### src/rtl/hazard_pkg.sv
// Shared types and constants for the IF/ID hazard controller.
// The multiply/divide timer is built only when HAZ_MULDIV_EN is defined.
package hazard_pkg;

  typedef enum logic {
    RUN     = 1'b0,
    MD_WAIT = 1'b1
  } hz_state_e;

  localparam logic [4:0] REG_ZERO   = 5'd0;
  localparam int         STALLCNT_W = 16;
  localparam int         MD_CNT_W   = 4;

endpackage

### src/rtl/hazard_md_timer.sv
// RUN/MD_WAIT sequencer for multi-cycle multiply/divide occupancy of EX.
// A start in RUN opens a window of MULDIV_CYCLES stall cycles including the start cycle.
module hazard_md_timer
  import hazard_pkg::*;
#(
  parameter int MULDIV_CYCLES = 4
) (
  input  logic      Clk_in,
  input  logic      Rst_in,
  input  logic      start,
  input  logic      hold,
  output hz_state_e state,
  output logic      md_active
);

  // Cycles remaining after the start cycle and the first MD_WAIT cycle.
  localparam logic [MD_CNT_W-1:0] MD_LOAD =
    MD_CNT_W'((MULDIV_CYCLES > 1) ? (MULDIV_CYCLES - 2) : 0);

  hz_state_e             state_q, state_d;
  logic [MD_CNT_W-1:0]   cnt_q, cnt_d;

  always_ff @(posedge Clk_in) begin
    if (Rst_in) begin
      state_q <= RUN;
      cnt_q   <= '0;
    end else begin
      state_q <= state_d;
      cnt_q   <= cnt_d;
    end
  end

  always_comb begin
    state_d   = state_q;
    cnt_d     = cnt_q;
    md_active = 1'b0;
    case (state_q)
      RUN: begin
        md_active = start;
        if (start && !hold && (MULDIV_CYCLES > 1)) begin
          state_d = MD_WAIT;
          cnt_d   = MD_LOAD;
        end
      end
      MD_WAIT: begin
        md_active = 1'b1;
        // A taken branch freezes the sequencer for that cycle.
        if (!hold) begin
          if (cnt_q == '0) begin
            state_d = RUN;
          end else begin
            cnt_d = cnt_q - 1'b1;
          end
        end
      end
      default: begin
        state_d = RUN;
        cnt_d   = '0;
      end
    endcase
  end

  assign state = state_q;

endmodule

### src/rtl/if_id_hazard_ctrl.sv
// Front-end hazard controller: advance/hold/flush for PC, IF/ID, ID/EX and EX/MEM, plus a stall counter.
// Optional multiply/divide freeze is enabled by defining HAZ_MULDIV_EN.
module if_id_hazard_ctrl
  import hazard_pkg::*;
#(
  parameter int MULDIV_CYCLES = 4
) (
  input  logic                  Clk_in,
  input  logic                  Rst_in,
  input  logic [4:0]            IDRs_in,
  input  logic [4:0]            IDRt_in,
  input  logic                  IDUsesRt_in,
  input  logic                  EXMemRead_in,
  input  logic [4:0]            EXRt_in,
  input  logic                  BranchTaken_in,
  input  logic                  MulDivStart_in,
  output logic                  PCWrite_out,
  output logic                  IFIDWrite_out,
  output logic                  IFIDFlush_out,
  output logic                  IDEXWrite_out,
  output logic                  IDEXBubble_out,
  output logic                  EXMEMBubble_out,
  output logic                  Busy_out,
  output logic [STALLCNT_W-1:0] StallCnt_out
);

  logic load_use;
  logic md_stall;

  assign load_use = EXMemRead_in && (EXRt_in != REG_ZERO) &&
                    ((EXRt_in == IDRs_in) || (IDUsesRt_in && (EXRt_in == IDRt_in)));

`ifdef HAZ_MULDIV_EN
  hz_state_e md_state;

  hazard_md_timer #(
    .MULDIV_CYCLES (MULDIV_CYCLES)
  ) u_md_timer (
    .Clk_in    (Clk_in),
    .Rst_in    (Rst_in),
    .start     (MulDivStart_in),
    .hold      (BranchTaken_in),
    .state     (md_state),
    .md_active (md_stall)
  );
`else
  logic unused_md;
  assign unused_md = MulDivStart_in ^ (MULDIV_CYCLES > 1);
  assign md_stall  = 1'b0;
`endif

  // Priority: reset, branch flush, multiply/divide stall, load-use stall, normal.
  always_comb begin
    PCWrite_out     = 1'b1;
    IFIDWrite_out   = 1'b1;
    IFIDFlush_out   = 1'b0;
    IDEXWrite_out   = 1'b1;
    IDEXBubble_out  = 1'b0;
    EXMEMBubble_out = 1'b0;
    Busy_out        = 1'b0;
    if (Rst_in) begin
      PCWrite_out     = 1'b0;
      IFIDWrite_out   = 1'b0;
      IFIDFlush_out   = 1'b1;
      IDEXBubble_out  = 1'b1;
      EXMEMBubble_out = 1'b1;
    end else if (BranchTaken_in) begin
      IFIDFlush_out  = 1'b1;
      IDEXBubble_out = 1'b1;
    end else if (md_stall) begin
      PCWrite_out     = 1'b0;
      IFIDWrite_out   = 1'b0;
`ifdef HAZ_MULDIV_EN
      IDEXWrite_out   = 1'b0;
`endif
      EXMEMBubble_out = 1'b1;
      Busy_out        = 1'b1;
    end else if (load_use) begin
      PCWrite_out    = 1'b0;
      IFIDWrite_out  = 1'b0;
      IDEXBubble_out = 1'b1;
    end
  end

  always_ff @(posedge Clk_in) begin
    if (Rst_in) begin
      StallCnt_out <= '0;
    end else if (!PCWrite_out && (StallCnt_out != {STALLCNT_W{1'b1}})) begin
      StallCnt_out <= StallCnt_out + 1'b1;
    end
  end

endmodule

### config.mk
export PLATFORM = sky130hd
export DESIGN_NAME = if_id_hazard_ctrl
export DESIGN_NICKNAME = d
export VERILOG_FILES = /design/src/rtl/hazard_pkg.sv /design/src/rtl/hazard_md_timer.sv /design/src/rtl/if_id_hazard_ctrl.sv
export SDC_FILE = /design/constraint.sdc
export NUM_CORES = 1
export LEC_CHECK = 0
export ABC_CLOCK_PERIOD_IN_PS = 4400
export CORE_MARGIN = 1.5
export CORE_UTILIZATION = 60
export DETAILED_ROUTE_END_ITERATION = 7
export DONT_BUFFER_PORTS = 1
export PLACE_DENSITY = 0.76
export SYNTH_ARGS = -nofsm -noshare
export SYNTH_HDL_FRONTEND = slang
export SYNTH_SLANG_ARGS = --single-unit
### constraint.sdc
create_clock -name Clk_in -period 4.4 [get_ports Clk_in]
set_input_delay 0.22 -clock Clk_in [delete_from_list [all_inputs] [get_ports Clk_in]]
set_output_delay 0.22 -clock Clk_in [all_outputs]
set_load 0.05 [all_outputs]
==> impl_metrics.toml, run 1 <==
[clock_network]
cts_max_level = 1
cts.path.max_buffers = 2
tritoncts_num_sinks = 16
cts_made_buffers = 3
clock_tree.root_cell = "sky130_fd_sc_hd__clkbuf_4"
path_clk_slew_ps = 90
cts.repair_timing.setup_buffer_count = 0
tritoncts = "built"
clkLatencyLatePin_ps = 280

[routing]
num_vias = 833
firstDrtPassIters = 6
wl_per_cell_um = 15.0
postRouteWirelength_um = 1990
vias_per_cell = 6.26
1st_iter_drt_viols = 19
remaining_drc_errors = 3
drtAntennaViolNets = 0

[worst_setup_path]
reg2regPathDepth = 6
path_max_fanout = 7
setup.worst_path.class = "reg2reg"
required_ps = 4580
worst_ep_arrival_time_ps = 2530
worstReg2RegEnd = "StallCnt_out[2]"
setup.worst_path.end_class = "register"
critical_r2r_launch = "StallCnt_out[3]"
worst_setup_path_start_kind = "register"
reg2reg_slack_ps = 2040

[pwr]
vdd.ir_drop.worst_mv = 0.222
leakagePower_nw = 0.379
seq_power_share_pct = 57.2
power_switching_share_pct = 26.1
power_density_nw_per_um2 = 241
net-switching-power_mw = 0.0666
comb_power_share_pct = 13.3
cell_internal_pwr_mw = 0.188
pwr-share-clk_pct = 29.6

[sta]
holdWs_ps = 107
max_slew_violation_total_from_the_final_report = 0
fin_tns_setup_ps = 0
fmaxAchievable_mhz = 424
grt_setup_unrepaired = "false"
finalCriticalPeriod_ps = 2360
finalHoldViolations = 0
postLayoutSetupSlackWorst_ps = 2040
worst_slew_margin_rel_pct = 29.6
clock_skew_ps = 3.10
setup_viol_count_final = 0
tightest_slew_ps = 1050
min_period_over_period_pct = 53.6

[run_status]
violations = "design-rule violations"
status = "finished, violations left"

[finish]
fillers = 130
largestRegisters = "StallCnt_out: 16 flops"
diodes = 0
nets = 141
flip_flop_count_of_the_largest_register_all_copies_and_words_added = 16
drive_gt1_share_pct = 12.8
multi_input_comb_area_um2 = 678
seq_area_um2 = 320
largest_register = "StallCnt_out"
area_delta_synth_final_pct = 1.68

[logic_synthesis]
yosys_register_bits = 16
yosys.area.top_type = "sky130_fd_sc_hd__dfxtp_1"
netlist-cell-type-count = 38
netlist_area_um2 = 1040
synth.area.top_cells = "sky130_fd_sc_hd__dfxtp_1 (31%), sky130_fd_sc_hd__xnor2_1 (9.3%), sky130_fd_sc_hd__xor2_1 (6.7%), sky130_fd_sc_hd__nor2_1 (5.8%), sky130_fd_sc_hd__nand3_1 (4.3%)"
synth_fp_nets = 141
syn-mean-instance-area_um2 = 8.75
async_flop_share_pct = 0
synth_edf_count = 0
ys.warnings.count = 0
ys.flop_type = "sky130_fd_sc_hd__dfxtp_1"
synth_common_cells = "sky130_fd_sc_hd__dfxtp_1 (16), sky130_fd_sc_hd__nor2_1 (16), sky130_fd_sc_hd__xnor2_1 (11)"
yosys.area.top_type_share_pct = 30.8
seq_area_frac_synth_pct = 30.8
syn-instance-count = 119

[placed_design]
numPortBuffers = 0
place.detailed.hpwl_um = 1500
gp_congestion = 0.772
post_place_setup_slack_ps = 2060

[floorplan]
die-area_um2 = 1990
design.portCount = 44
coreArea_um2 = 1560
dieHeight_um = 44.7
initial_utilization_pct = 66.8
chipWidth_um = 44.7
rows = 14

[min_path]
hold_path_class = "in2reg"
hold_path.startpoint = "Rst_in"
min_delay_path_depth = 2
holdPathEnd = "StallCnt_out[12]"

[global_routing]
first_global_vias = 766
global_route.overflow_total = 0
grt_use_total_pct = 22.4
initial_antenna_violation_count = 0
grt_pass1_wl_um = 3310
grt_start_max_net_pins = 14

[flow_run]
drv_cap = 0
[cell usage in the layout (no fill, tap or decap), drive strengths merged, types with 2 or more instances in the layout]
cell | netlist | layout
nor2 | 17 | 17
dfxtp | 16 | 16
xnor2 | 11 | 11
nand3 | 9 | 9
xor2 | 8 | 8
nand2 | 7 | 7
nand4 | 6 | 6
or4 | 3 | 3
a21oi | 3 | 3
o21ai | 3 | 3
clkbuf | 2 | 3
and4 | 3 | 3
or3 | 3 | 3
nor2b | 2 | 2
inv | 2 | 2
and3 | 2 | 2
nor3 | 2 | 2
conb | 2 | 2
mux2 | 2 | 2
[layer usage]
metal  track usage, %  up-vias  part of all wire, %
li1                 -      413                    -
met4             5.45        0                 0.95
met2             38.3       25                   52
met1             25.7      393                   40
met5                0        -                    0
met3             9.39        2                  6.3
[cell families after synthesis]
kind of cell	after synthesis	share of synthesized area, %
AO/OA/AOI/OAI	11	9.13
XOR/XNOR	19	16.0
adder cells (fa/ha/maj)	1	1.20
buffers and inverters	8	4.33
flip-flops	16	30.8
multiplexers	3	3.49
other	2	0.721
AND/OR/NAND/NOR	59	34.4
[cell type report]
type                            count  area share, %
Timing Repair Buffer                1          0.946
Clock buffer                        3           2.13
Inverter                            2          0.709
Sequential cell                    16           30.3
Multi-Input combinational cell     95           64.1
Tap cell                           16           1.89
[how the worst max path moves through the flow]
stage,cells past startpoint,slack [ps],startpoint,to
after detailed placement,6,2060,StallCnt_out[3],StallCnt_out[2]
after floorplan,6,2060,EXRt_in[1],PCWrite_out
final,6,2040,StallCnt_out[3],StallCnt_out[2]
after CTS,6,2030,StallCnt_out[3],StallCnt_out[2]
after global routing,6,1950,StallCnt_out[3],StallCnt_out[12]
after global placement,6,2080,StallCnt_out[3],StallCnt_out[2]
[repair_timing]
| item | 4_1_cts | 5_1_grt |
|---|---|---|
| hold endpoints to repair | 13 | 0 |
| endpoints found under the setup margin | 0 | 0 |
| hold buffers | 1 | 0 |
| resized for setup | 0 | 0 |
[critical path: stages (launching register included)]
cell and delay (ps):
sky130_fd_sc_hd__dfxtp_1 760, sky130_fd_sc_hd__and4_4 410, sky130_fd_sc_hd__nand4_4 140, sky130_fd_sc_hd__or3_4 450
sky130_fd_sc_hd__nand4b_4 150, sky130_fd_sc_hd__nor2_2 50, sky130_fd_sc_hd__mux2_4 280
[stage by stage]
stage          area [µm²]  power (mW)  utilization, %  cells
6_report             1060       0.255            67.9    133
5_1_grt              1060       0.267            67.9    133
2_1_floorplan        1040       0.185               -    119
4_1_cts              1060       0.257            67.9    133
3_3_place_gp         1030       0.180            65.8    129
3_5_place_dp         1030       0.180            65.8    129
[power groups by stage]
stage / clock [mW] / sequential (mW) / combinational, mW
2_1_floorplan: 0 / 0.149 / 0.0357
3_3_place_gp: 0 / 0.149 / 0.0306
3_5_place_dp: 0 / 0.149 / 0.0313
4_1_cts: 0.0772 / 0.146 / 0.0340
5_1_grt: 0.0855 / 0.146 / 0.0358
6_report: 0.0753 / 0.146 / 0.0338
Note: power is estimated with default switching activity, not from simulation.
==> run 2: changes to the inputs <==
--- a/config.mk
+++ b/config.mk
@@ -5,7 +5,7 @@
 export SDC_FILE = /design/constraint.sdc
 export NUM_CORES = 1
 export LEC_CHECK = 0
-export ABC_CLOCK_PERIOD_IN_PS = 4400
+export ABC_CLOCK_PERIOD_IN_PS = 2300
 export CORE_MARGIN = 1.5
 export CORE_UTILIZATION = 60
 export DETAILED_ROUTE_END_ITERATION = 7
==> constraint.sdc (replaced) <==
create_clock -name Clk_in -period 2.3 [get_ports Clk_in]
set_input_delay 0.115 -clock Clk_in [delete_from_list [all_inputs] [get_ports Clk_in]]
set_output_delay 0.115 -clock Clk_in [all_outputs]
set_load 0.05 [all_outputs]
==> run 2 against run 1 <==
Compared with the run above: the run still ends with design-rule violations left; first-iteration DRC count down 32%; largest power group unchanged; core utilization rose by 9.1 points; die area stayed put; wire length up 10%; register-to-register slack lost 1500 ps; combinational power increased by 100%; clock-buffer cell count rose by 1; total power increased by 110%; non-clock buffer count increased by 17; worst hold slack got worse by 86 ps.
==> impl_metrics.toml, run 2 (synthesis results as in run 1) <==
[global_routing]
grt_pass1_wl_um = 3620
first_global_vias = 869
global_route.overflow_total = 0
grt_use_total_pct = 24.6
initial_antenna_violation_count = 0
grt_start_max_net_pins = 16

[finish]
post-route-util_pct = 77.0
largest_register = "StallCnt_out"
layout_common_cells = "sky130_fd_sc_hd__buf_4 (17), sky130_fd_sc_hd__dfxtp_1 (16), sky130_fd_sc_hd__nor2_1 (15), sky130_fd_sc_hd__xnor2_1 (11), sky130_fd_sc_hd__nand3_1 (9)"
largestRegisters = "StallCnt_out: 16 flops"
drive_gt1_share_pct = 24.4
fillers = 119
area_delta_synth_final_pct = 15.3
flip_flop_count_of_the_largest_register_all_copies_and_words_added = 16
final_area_um2 = 1200
mostFrequentLayoutCell = "sky130_fd_sc_hd__buf_4"
nets = 158
diodes = 0

[clock_network]
tritoncts_num_sinks = 16
clock_tree.root_cell = "sky130_fd_sc_hd__clkbuf_4"
cts_made_buffers = 3
cts.path.max_buffers = 2
tritoncts = "built"
clkLatencyLatePin_ps = 300
path_clk_slew_ps = 100
cts.repair_timing.setup_buffer_count = 0
cts_max_level = 1

[routing]
num_vias = 893
remaining_drc_errors = 3
drtAntennaViolNets = 0
postRouteWirelength_um = 2200
firstDrtPassIters = 7
wl_per_cell_um = 14.5
vias_per_cell = 5.91
1st_iter_drt_viols = 13

[pwr]
leakagePower_nw = 0.478
vdd.ir_drop.worst_mv = 0.301
power_density_nw_per_um2 = 452

[run_status]
status = "finished, violations left"
violations = "design-rule violations"

[sta]
worst_slew_margin_rel_pct = 61.9
max_slew_violation_total_from_the_final_report = 0
fmaxAchievable_mhz = 554
min_period_over_period_pct = 78.5
grt_setup_unrepaired = "false"
clock_skew_ps = 1.21
tightest_slew_ps = 569
postLayoutSetupSlackWorst_ps = 495
setup_viol_count_final = 0
fin_tns_setup_ps = 0
finalHoldViolations = 0
finalCriticalPeriod_ps = 1800

[floorplan]
die-area_um2 = 1990
chipWidth_um = 44.7
dieHeight_um = 44.7
rows = 14
initial_utilization_pct = 66.8
design.portCount = 44
coreArea_um2 = 1560

[worst_setup_path]
worst_setup_path_start_kind = "register"
reg2reg_slack_ps = 500
path_max_fanout = 7
worst_ep_arrival_time_ps = 2000
required_ps = 2500
setup.worst_path.end_class = "register"
setup.worst_path.class = "reg2reg"

[flow_run]
drv_cap = 0

[min_path]
hold_path_class = "in2reg"

[placed_design]
numPortBuffers = 0
gp_congestion = 0.796
post_place_setup_slack_ps = 517
placement.cell_area_um2 = 1150
place.detailed.hpwl_um = 1640
[run 2: cell count changes in the layout (fill, tap and decap cells not counted)]
cell                       delta
sky130_fd_sc_hd__clkbuf_8     +1
sky130_fd_sc_hd__buf_4       +17
[run 2: routing by layer]
metal,GRT usage (%),routed length (µm),part of all wire (%),vias up
met5,0,0,0,-
met4,11.5,46,2.1,0
met3,6.94,131,6.0,5
met2,41.7,1080,49,29
met1,28.3,935,43,411
li1,-,-,-,448
[run 2: cell type report]
cell class	instances	area, µm²	share of cell area [%]
Timing Repair Buffer	18	138	11.5
Tap cell	16	20.0	1.67
Inverter	2	7.51	0.626
Multi-Input combinational cell	95	678	56.5
Sequential cell	16	320	26.7
Clock buffer	4	36.3	3.02
[run 2: critical path, stage by stage, from the launching register on]
cell and delay, ps:
sky130_fd_sc_hd__dfxtp_1 360, sky130_fd_sc_hd__and4_4 280, sky130_fd_sc_hd__nand4_4 150, sky130_fd_sc_hd__or3_4 430, sky130_fd_sc_hd__nand4b_4 150, sky130_fd_sc_hd__nor2_2 60
sky130_fd_sc_hd__mux2_4 280
[run 2: final timing paths]
path / from / endpoint / depth (start not counted)
max: StallCnt_out[6] / StallCnt_out[2] / 6
min: Rst_in / StallCnt_out[13] / 2
max reg2reg: StallCnt_out[6] / StallCnt_out[2] / 6
min reg2reg: StallCnt_out[1] / StallCnt_out[1] / 3
[run 2: repair_timing]
item / CTS / global route
endpoints found under the setup margin: 0 / 0
resized for setup: 0 / 0
hold buffers: 1 / 0
endpoints found under the hold margin: 14 / 0
[run 2: metrics by stage]
| stage | hold WS, ps | instances | total power [mW] |
|---|---|---|---|
| 2_1_floorplan | 287 | 119 | 0.353 |
| 3_5_place_dp | 191 | 146 | 0.346 |
| 6_report | 21.4 | 151 | 0.543 |
| 4_1_cts | 30.1 | 151 | 0.540 |
| 5_1_grt | 44.3 | 151 | 0.557 |
| 3_3_place_gp | 188 | 146 | 0.345 |
[run 2: power by group]
| group | internal (mW) | total [mW] | switching [mW] |
|---|---|---|---|
| Clock | 0.0966 | 0.197 | 0.101 |
| Combinational | 0.0237 | 0.0680 | 0.0443 |
| Sequential | 0.277 | 0.277 | 0.000180 |
==> run 3: changes to the inputs <==
--- a/config.mk
+++ b/config.mk
@@ -5,12 +5,13 @@
 export SDC_FILE = /design/constraint.sdc
 export NUM_CORES = 1
 export LEC_CHECK = 0
-export ABC_CLOCK_PERIOD_IN_PS = 2300
+export ABC_AREA = 1
+export ABC_CLOCK_PERIOD_IN_PS = 1620
 export CORE_MARGIN = 1.5
-export CORE_UTILIZATION = 60
+export CORE_UTILIZATION = 56
 export DETAILED_ROUTE_END_ITERATION = 7
 export DONT_BUFFER_PORTS = 1
-export PLACE_DENSITY = 0.76
+export PLACE_DENSITY = 0.74
 export SYNTH_ARGS = -nofsm -noshare
 export SYNTH_HDL_FRONTEND = slang
 export SYNTH_SLANG_ARGS = --single-unit
==> constraint.sdc (replaced) <==
create_clock -name Clk_in -period 1.62 [get_ports Clk_in]
set_input_delay 0.081 -clock Clk_in [delete_from_list [all_inputs] [get_ports Clk_in]]
set_output_delay 0.081 -clock Clk_in [all_outputs]
set_load 0.05 [all_outputs]
==> run 3 against run 2 <==
Compared with the run above: total power increased by 57%; combinational power increased by 140%; setup slack got worse by 410 ps; area after synthesis increased by 19%; the run now ends clean; largest power group unchanged; largest cell class unchanged.
==> impl_metrics.toml, run 3 <==
[logic_synthesis]
synth.area.mux_share_pct = 0
async_flop_share_pct = 0
syn-instance-count = 217
netlist-cell-type-count = 26
netlist_area_um2 = 1240
synth-simple-area-share_pct = 48.3
synth_common_cells = "sky130_fd_sc_hd__nand2_1 (74), sky130_fd_sc_hd__nor2_1 (44), sky130_fd_sc_hd__inv_1 (27)"
seq_area_frac_synth_pct = 25.8
synth_top_family_by_area = "simple AND/OR/NAND/NOR gates"
yosys.area_share.adder_pct = 1.01
yosys.area.top_type_share_pct = 25.8
yosys.area.top_type = "sky130_fd_sc_hd__dfxtp_1"
synth_fp_nets = 239
synth_compound_gate_area_share_pct = 8.07
synth_edf_count = 0
post-synth-top-count-cell = "sky130_fd_sc_hd__nand2_1"
synth_xor_area_share_pct = 2.12
ys.flop_type = "sky130_fd_sc_hd__dfxtp_1"
synth.area.top_cells = "sky130_fd_sc_hd__dfxtp_1 (26%), sky130_fd_sc_hd__nand2_1 (22%), sky130_fd_sc_hd__nor2_1 (13%), sky130_fd_sc_hd__inv_1 (8.2%), sky130_fd_sc_hd__nand3_1 (5.7%)"
syn-mean-instance-area_um2 = 5.71
ys.warnings.count = 0
yosys_register_bits = 16

[clock_network]
path_clk_slew_ps = 100
tritoncts_num_sinks = 16
tritoncts = "built"
clkLatencyLatePin_ps = 290
cts_made_buffers = 3
cts.path.max_buffers = 2
clock_tree.root_cell = "sky130_fd_sc_hd__clkbuf_4"
cts_max_level = 1

[routing]
num_vias = 1329
firstDrtPassIters = 4
1st_iter_drt_viols = 34
wl_per_cell_um = 11.7
postRouteWirelength_um = 3100
remaining_drc_errors = 0
vias_per_cell = 5.03
drtAntennaViolNets = 0

[sta]
worst_slew_margin_rel_pct = 64.1
finalCriticalPeriod_ps = 1540
max_slew_violation_total_from_the_final_report = 0
min_period_over_period_pct = 94.8
finalHoldViolations = 0
fin_tns_setup_ps = 0
clock_skew_ps = 4.35
fmaxAchievable_mhz = 651
setup_viol_count_final = 0
tightest_slew_ps = 537

[finish]
layout_common_cells = "sky130_fd_sc_hd__nand2_1 (74), sky130_fd_sc_hd__nor2_1 (43), sky130_fd_sc_hd__inv_1 (27), sky130_fd_sc_hd__buf_4 (22), sky130_fd_sc_hd__nand3_1 (13)"
final_area_um2 = 1500
flip_flop_count_of_the_largest_register_all_copies_and_words_added = 16
fillers = 169
drive_gt1_share_pct = 24.9
mostFrequentLayoutCell = "sky130_fd_sc_hd__nand2_1"
post-route-util_pct = 73.9
nets = 260
largestRegisters = "StallCnt_out: 16 flops"
area_delta_synth_final_pct = 20.6
diodes = 0
post_layout_nonfiller_instances = 264
largest_register = "StallCnt_out"

[floorplan]
rows = 16
design.portCount = 44
die-area_um2 = 2510
coreArea_um2 = 2020
dieHeight_um = 50.1
chipWidth_um = 50.1
initial_utilization_pct = 61.3

[placed_design]
gp_congestion = 0.845
numPortBuffers = 0
post-place-cells = 257
place.detailed.hpwl_um = 2270
placement.cell_area_um2 = 1400

[worst_setup_path]
path_max_fanout = 5
setup.worst_path.class = "reg2reg"
worst_setup_path_start_kind = "register"
required_ps = 1810
worst_ep_arrival_time_ps = 1730
setup.worst_path.end_class = "register"

[pwr]
power_density_nw_per_um2 = 569
leakagePower_nw = 0.726
power_mw = 0.851
vdd.ir_drop.worst_mv = 0.536

[run_status]
status = "finished clean"

[global_routing]
grt_pass1_wl_um = 5160
grt_use_total_pct = 26.8
global_route.overflow_total = 0
initial_antenna_violation_count = 0
grt_start_max_net_pins = 13
first_global_vias = 1277

[flow_run]
drv_cap = 0

[min_path]
hold_path_class = "in2reg"
[run 3: cell types whose count changed after synthesis, sizes merged, moves of 3 or more]
cell / change
xnor2: -10
and4: -3
or4: -3
o21bai: +5
buf: +3
nor2: +28
or3: -3
xor2: -6
nand3: +6
inv: +29
nand2: +69
[run 3: power breakdown]
group | total (mW) | switching [mW] | internal [mW]
clock network | 0.277 | 0.140 | 0.137
logic | 0.165 | 0.118 | 0.0474
registers | 0.409 | 0.00931 | 0.400
[run 3: per-stage QoR]
stage / setup WS, ps / hold WS [ps]
final: 83.7 / 59.1
after floorplan: 29.5 / 329
after detailed placement: 73.3 / 149
after CTS: 28.9 / 54.9
after global routing: -14.0 / 77.9
after global placement: 102 / 147
[run 3: cell type report]
type                    count  area (µm²)  share of cell area, %
multi-input cells         162         779                   52.1
repair buffers             24         186                   12.5
clock buffers               4        36.3                   2.43
inverters                  31         116                   7.78
well taps                  27        33.8                   2.26
flip-flops and latches     16         343                   22.9
[run 3: path summary, 6_finish.rpt]
check	start	end	slack, ps	depth (start not counted)
worst min register to register	StallCnt_out[9]	StallCnt_out[9]	540	2
worst max-delay path	StallCnt_out[0]	StallCnt_out[7]	80	9
worst min-delay path	Rst_in	StallCnt_out[9]	60	3
worst max register to register	StallCnt_out[0]	StallCnt_out[7]	80	9
[run 3: cells by family after synthesis]
| logic type | after synthesis |
|---|---|
| and+or+nand+nor | 143 |
| buffers and inverters | 39 |
| DFF | 16 |
| AOI/OAI and AO/OA | 13 |
| xor gates and xnor gates | 3 |
| other | 2 |
| adders and majority gates | 1 |
[run 3: per-layer routing]
metal / global-route usage (%) / routed length (µm)
met1: 34.1 / 1320
met2: 43.9 / 1480
met3: 6.06 / 225
met4: 9.72 / 80
met5: 0 / 0
[run 3: critical path: stages, from the launching register on]
cell and delay (ps):
sky130_fd_sc_hd__dfxtp_4 400, sky130_fd_sc_hd__ha_4 150, sky130_fd_sc_hd__nand3_2 90, sky130_fd_sc_hd__nor2_4 170, sky130_fd_sc_hd__nand4_4 130, sky130_fd_sc_hd__buf_4 190
sky130_fd_sc_hd__nand3_1 60, sky130_fd_sc_hd__nor2_1 60, sky130_fd_sc_hd__nor2_1 110, sky130_fd_sc_hd__nor2_1 60
[run 3: what timing repair did]
action	in CTS	in global routing
hold buffers	1	0
setup endpoints to repair	0	8
resized for setup	0	7
endpoints found under the hold margin	7	0
setup buffers	0	2
